[config.mk]
export PLATFORM = sky130hd
export DESIGN_NAME = uart_tx_arbiter
export DESIGN_NICKNAME = d
export VERILOG_FILES = /design/src/rtl/uart_arb_pkg.sv /design/src/rtl/rr_picker.sv /design/src/rtl/uart_tx_arbiter.sv
export SDC_FILE = /design/constraint.sdc
export NUM_CORES = 1
export LEC_CHECK = 0
export BUFFER_PORTS_ARGS = -buffer_cell sky130_fd_sc_hd__buf_2
export CORE_MARGIN = 4
export CORE_UTILIZATION = 45
export DETAILED_ROUTE_END_ITERATION = 8
export GPL_ROUTABILITY_DRIVEN = 0
export PLACE_DENSITY = 0.74
export SYNTH_ARGS = -nofsm -noshare
export SYNTH_HDL_FRONTEND = slang
export SYNTH_SLANG_ARGS = --single-unit
[constraint.sdc]
create_clock -name clk -period 1.9 [get_ports clk]
set_clock_uncertainty 0.2 [all_clocks]
set_input_delay 0.19 -clock clk [delete_from_list [all_inputs] [get_ports clk]]
set_output_delay 0.19 -clock clk [all_outputs]
set_load 0.05 [all_outputs]
[src/rtl/uart_arb_pkg.sv]
// Shared types and default parameters for the UART transmit arbiter.
// Imported by uart_tx_arbiter and rr_picker.
package uart_arb_pkg;

    typedef enum logic [1:0] {
        IDLE = 2'd0,
        XMIT = 2'd1,
        GAP  = 2'd2
    } arb_state_t;

    localparam int DEF_NUM_REQ        = 3;
    localparam int DEF_GAP_CYCLES     = 16;
    localparam int DEF_TIMEOUT_CYCLES = 32768;

endpackage

[src/rtl/rr_picker.sv]
// Combinational round-robin picker: first set request at or after ptr_i, with wrap.
// Reusable by any round-robin arbiter that keeps its own pointer.
module rr_picker
    import uart_arb_pkg::*;
#(
    parameter  int NUM_REQ = DEF_NUM_REQ,
    localparam int PW      = $clog2(NUM_REQ)
) (
    input  logic [NUM_REQ-1:0] req_i,
    input  logic [PW-1:0]      ptr_i,
    output logic [PW-1:0]      winner_o,
    output logic               any_req_o
);

    logic [PW-1:0] idx;

    always_comb begin
        winner_o  = '0;
        any_req_o = 1'b0;
        idx       = ptr_i;
        for (int k = 0; k < NUM_REQ; k++) begin
            if (!any_req_o && req_i[idx]) begin
                any_req_o = 1'b1;
                winner_o  = idx;
            end
            // explicit wrap so non-power-of-two NUM_REQ never indexes past the top
            idx = (idx == PW'(NUM_REQ - 1)) ? '0 : idx + PW'(1);
        end
    end

endmodule

[src/rtl/uart_tx_arbiter.sv]
// Round-robin arbiter sharing one UART transmitter, one byte per grant, with inter-byte gap.
// Optional XMIT watchdog and tx_err port are built only when UART_ARB_TIMEOUT_EN is defined.
module uart_tx_arbiter
    import uart_arb_pkg::*;
#(
    parameter int NUM_REQ        = DEF_NUM_REQ,
    parameter int GAP_CYCLES     = DEF_GAP_CYCLES,
    parameter int TIMEOUT_CYCLES = DEF_TIMEOUT_CYCLES
) (
    input  logic                 clk,
    input  logic                 rst_n,
    input  logic [NUM_REQ-1:0]   req,
    input  logic [NUM_REQ*8-1:0] req_data,
    output logic [NUM_REQ-1:0]   gnt,
    output logic [NUM_REQ-1:0]   done,
    output logic                 trmt,
    output logic [7:0]           resp,
    input  logic                 tx_done,
    output logic                 busy
`ifdef UART_ARB_TIMEOUT_EN
    ,
    output logic                 tx_err
`endif
);

    localparam int PW = $clog2(NUM_REQ);
    localparam int GW = (GAP_CYCLES > 0) ? $clog2(GAP_CYCLES + 1) : 1;
    localparam logic [GW-1:0] GAP_LAST = GW'((GAP_CYCLES > 0) ? GAP_CYCLES - 1 : 0);

    arb_state_t           state_q, state_d;
    logic [PW-1:0]        ptr_q, ptr_d;
    logic [PW-1:0]        owner_q, owner_d;
    logic [GW-1:0]        gap_q, gap_d;
    logic [7:0]           resp_q, resp_d;
    logic [NUM_REQ-1:0]   gnt_q, gnt_d;
    logic [NUM_REQ-1:0]   done_q, done_d;
    logic                 trmt_q, trmt_d;
    logic                 tx_done_q;

    logic [PW-1:0]        winner;
    logic                 any_req;
    logic [7:0]           win_byte;
    logic                 tx_rise;
    logic                 byte_end;

`ifdef UART_ARB_TIMEOUT_EN
    localparam logic [15:0] WD_LAST = 16'(TIMEOUT_CYCLES - 1);
    logic [15:0]          wdog_q, wdog_d;
    logic                 tx_err_q, tx_err_d;
`endif

    rr_picker #(
        .NUM_REQ (NUM_REQ)
    ) u_picker (
        .req_i     (req),
        .ptr_i     (ptr_q),
        .winner_o  (winner),
        .any_req_o (any_req)
    );

    always_comb begin
        win_byte = 8'h00;
        for (int i = 0; i < NUM_REQ; i++) begin
            if (winner == PW'(i)) win_byte = req_data[8*i +: 8];
        end
    end

    // Only a fresh rising edge completes a byte; a level left over from the previous byte does not.
    assign tx_rise = tx_done & ~tx_done_q;

    always_comb begin
        state_d  = state_q;
        ptr_d    = ptr_q;
        owner_d  = owner_q;
        gap_d    = gap_q;
        resp_d   = resp_q;
        gnt_d    = '0;
        done_d   = '0;
        trmt_d   = 1'b0;
        byte_end = 1'b0;
`ifdef UART_ARB_TIMEOUT_EN
        wdog_d   = wdog_q;
        tx_err_d = 1'b0;
`endif
        case (state_q)
            IDLE: begin
                if (any_req) begin
                    resp_d  = win_byte;
                    owner_d = winner;
                    gnt_d   = NUM_REQ'(1) << winner;
                    trmt_d  = 1'b1;
                    state_d = XMIT;
`ifdef UART_ARB_TIMEOUT_EN
                    wdog_d  = '0;
`endif
                end
            end
            XMIT: begin
                if (tx_rise) begin
                    done_d   = NUM_REQ'(1) << owner_q;
                    byte_end = 1'b1;
                end
`ifdef UART_ARB_TIMEOUT_EN
                else if (wdog_q == WD_LAST) begin
                    tx_err_d = 1'b1;
                    byte_end = 1'b1;
                end else begin
                    wdog_d = wdog_q + 16'd1;
                end
`endif
                if (byte_end) begin
                    ptr_d   = (owner_q == PW'(NUM_REQ - 1)) ? '0 : owner_q + PW'(1);
                    gap_d   = '0;
                    state_d = (GAP_CYCLES > 0) ? GAP : IDLE;
                end
            end
            GAP: begin
                if (gap_q == GAP_LAST) begin
                    state_d = IDLE;
                end else begin
                    gap_d = gap_q + GW'(1);
                end
            end
            default: state_d = IDLE;
        endcase
    end

    always_ff @(posedge clk or negedge rst_n) begin
        if (!rst_n) begin
            state_q   <= IDLE;
            ptr_q     <= '0;
            owner_q   <= '0;
            gap_q     <= '0;
            resp_q    <= 8'h00;
            gnt_q     <= '0;
            done_q    <= '0;
            trmt_q    <= 1'b0;
            tx_done_q <= 1'b0;
`ifdef UART_ARB_TIMEOUT_EN
            wdog_q    <= '0;
            tx_err_q  <= 1'b0;
`endif
        end else begin
            state_q   <= state_d;
            ptr_q     <= ptr_d;
            owner_q   <= owner_d;
            gap_q     <= gap_d;
            resp_q    <= resp_d;
            gnt_q     <= gnt_d;
            done_q    <= done_d;
            trmt_q    <= trmt_d;
            tx_done_q <= tx_done;
`ifdef UART_ARB_TIMEOUT_EN
            wdog_q    <= wdog_d;
            tx_err_q  <= tx_err_d;
`endif
        end
    end

    assign gnt  = gnt_q;
    assign done = done_q;
    assign trmt = trmt_q;
    assign resp = resp_q;
    assign busy = (state_q != IDLE);
`ifdef UART_ARB_TIMEOUT_EN
    assign tx_err = tx_err_q;
`endif

endmodule

==> summary.txt <==
Power and ir drop
  • Sequential share of power: 0.328
  • P_int: 1.409 mW
  • Gate power share: 0.584
  • Switching share of power: 0.4777
  • Power consumption: 2.699 mW
  • Worst vdd ir: 0.0005136 V
  • P_sw: 1.289 mW
  • Clk pwr share: 0.088
  • Cell Pwr Density: 1297 nW/um2
  • Leak Pwr: 1.002 nW

GRT
  • Total track usage: 0.1852
  • First-pass GRT wire length: 6251 um
  • Initial antenna violation count: 0
  • Pin count of the biggest net entering global routing: 28
  • Vias in the first global route: 1398
  • Remaining Overflow, GRT: 0

Final layout
  • NumNets Final: 252
  • Diode count: 0
  • Share of layout cells above drive strength 1: 0.4612
  • Most common cell after layout, fill and taps aside: buf_2
  • Area growth from synthesis to layout: 34.11%
  • Number of fill cells: 293
  • Final Non-Filler Cells: 265
  • Most frequent cells in the layout: buf_2 (45), dfrtp_1 (26), nand2_1 (19)

Floorplanning
  • Die X: 66.72 um
  • I/O pins: 46
  • Die extent in y: 66.72 um
  • Core area: 3337 um2
  • Die Footprint: 4451 um2
  • Rows: 21
  • Starting Density: 0.4649

Timing
  • Min Tclk post-route: 1.881 ns
  • Final Hold Fails: 0
  • Max Slew Vio Count: 0
  • FMAX: 531.7 MHz
  • Final worst-path cycle share: 0.9898
  • Max-slew headroom: 0.6027
  • Least-Margin Pin Slew: 0.5960 ns
  • WHS: 0.006409 ns
  • Final-report setup violation count: 0
  • RSZ-0062 raised after global routing: yes
  • TNS Setup: 0 ns

CTS
  • Clk Tree Root Cell: clkbuf_4
  • Clk_lat worst skew: 0.32 ns
  • Number of buffers created by CTS: 3
  • Max Root-Sink Buffers: 2
  • H-tree levels: 1
  • Clock Sink Count: 27
  • TritonCTS clock tree: built
  • Clk slew on worst S/H paths: 0.14 ns

Synthesis
  • Post-synth cell types: 41
  • Syn Area/Cell: 10.01 um2
  • Sequential share of the synthesized area: 0.4355
  • Mapped Area: 1551 um2
  • Flops & latches, synth: 27
  • Net Count, Synth: 187
  • Synth warn: 0
  • Synth top area cells: dfrtp_1 (44%), a2111oi_2 (6.8%), o31ai_2 (5.6%)
  • Ys async rst share: 1.000
  • Synth top area share: 0.4355
  • Mapped Cells: 155
  • Main flop type after synthesis: dfrtp_1
  • EDFF count, synth: 0
  • Largest area contributor in the netlist: dfrtp_1

Min path
  • Hold path start: req_data[21]
  • Hold Path Stages: 3
  • Worst Hold End: resp[5]$_DFFE_PN0P_
  • Worst min-delay path class: in -> reg

Worst setup path
  • Cell Chain, Critical Path: ha_2 > and3_4 > ha_4 > nor3b_4 > nand4_1 > xnor2_1 > and2_1
  • Reg2Reg Setup Slack: 0.02 ns
  • Crit path largest cell delay: 0.43 ns
  • Worst R2R Start: gap_q[1]$_DFFE_PN0P_
  • Worst Setup SP: gap_q[1]$_DFFE_PN0P_
  • CP max stage cell: dfrtp_1
  • R2R Path End: gap_q[3]$_DFFE_PN0P_
  • Critical path capture point type: register
  • Worst r2r path cells: 7
  • Crit Path Category: reg -> reg
  • Worst path top cell family by delay: simple AND/OR/NAND/NOR gates
  • CP startpoint kind: register
  • Arrival @ worst endpoint: 1.91 ns
  • Critical path required time: 1.93 ns
  • Count of cell instances traversed by the critical path: 7
  • Worst path bufs/invs: 0
  • CP Max Fanout: 3

Placed design
  • Post-DP HPWL: 2833 um
  • Port Buffer Count: 45
  • Cell count after placement: 248

Detailed routing
  • WL/cell: 14.72 um
  • DRT Pass-1 Iters: 4
  • # DRC: 0
  • First DRT Iteration DRCs: 120
  • Routed Antenna Nets: 0
  • Avg Vias per Cell: 5.268
  • Final wirelength: 3902 um
  • Vias after detailed routing: 1396

Flow run
  • # Max-Cap Violations: 0

Run status
  • Status: finished, final reports clean
[synth_stat cells (2+ instances only)]
master	n
a2111oi_2	7
nor3_1	10
inv_1	10
buf_4	2
nand3_1	2
nor2_1	5
inv_2	3
nor3b_1	3
a21oi_1	9
a21o_1	5
buf_6	2
nand2b_1	2
ha_1	2
nand2_1	19
a21oi_2	7
a21boi_0	7
o21ai_1	2
buf_2	3
dfrtp_1	27
o31ai_2	7
[registers in the layout (all words and copies together) (netlist names)]
name and count:
done 3, gap_q 5, gnt 3, owner_q 2
ptr_q 2, resp 8, state_q 2, trmt 1
tx_done_q 1
[logic make-up (layout without fill, tap and decap cells)]
logic type / count (synthesis) / in the layout / share of synthesized area
flops: 27 / 27 / 0.4355
fa+ha+maj: 2 / 2 / 0.01613
simple gates: 49 / 49 / 0.1541
xor+xnor: 1 / 1 / 0.005646
compound gates: 54 / 54 / 0.3186
buf+inv: 22 / 86 / 0.07015
[what timing repair did]
action                                 4_1_cts  5_1_grt
endpoints found under the hold margin       34        1
setup endpoints to repair                    2       13
buffers inserted                             2        2
hold buffers                                 8        1
gates resized for setup                      5        9
pin swaps                                    4        5
[how the worst max path moves through the flow]
stage,endpoint,slack [ns]
6_report,gap_q[3]$_DFFE_PN0P_,0.02
5_1_grt,gap_q[3]$_DFFE_PN0P_,-0.06
4_1_cts,gap_q[1]$_DFFE_PN0P_,0.003
3_5_place_dp,gap_q[3]$_DFFE_PN0P_,-0.03
3_3_place_gp,gap_q[3]$_DFFE_PN0P_,0.04
2_1_floorplan,gap_q[3]$_DFFE_PN0P_,0.007
[cell type report]
type                       count  area (um2)  area share
sequential                    27       676.9      0.3253
clock inverter                 1       5.005    0.002405
timing repair buffer          69       440.4      0.2117
multi-input combinational    106       829.5      0.3987
inverter                      13       48.80     0.02345
clock buffer                   3       22.52     0.01082
tap                           46       57.56     0.02766
[per-stage QoR]
step	instance area (um2)	utilization	worst slack, ns
global placement	1874	0.5617	0.04450
CTS	2023	0.6063	0.003431
detailed placement	1874	0.5617	-0.03199
floorplan	1556	-	0.007392
global route	2081	0.6235	-0.06347
finish	2081	0.6235	0.01935
[worst reg2reg max path, cell delays in order (launching register included)]
cell and delay [ns]:
dfrtp_1 0.43, ha_2 0.18, and3_4 0.18, ha_4 0.16
nor3b_4 0.20, nand4_1 0.14, xnor2_1 0.15, and2_1 0.15
[metal layers]
| layer | vias to the layer above | wire length (um) | global-route usage |
|---|---|---|---|
| li1 | 687 | - | - |
| met1 | 668 | 1652 | 0.2306 |
| met2 | 37 | 2048 | 0.3243 |
| met3 | 4 | 157 | 0.02024 |
| met4 | 0 | 44 | 0.07360 |
| met5 | - | 0 | 0 |
[power by group through the flow]
stage | clock (mW) | combinational, mW | sequential [mW]
after floorplan | 0 | 0.684 | 1.27
after global placement | 0 | 1.44 | 0.875
after detailed placement | 0 | 1.49 | 0.890
after CTS | 0.245 | 1.52 | 0.879
after global routing | 0.279 | 1.68 | 0.907
final | 0.237 | 1.58 | 0.886
No activity file was read; power rests on OpenSTA's default activity.
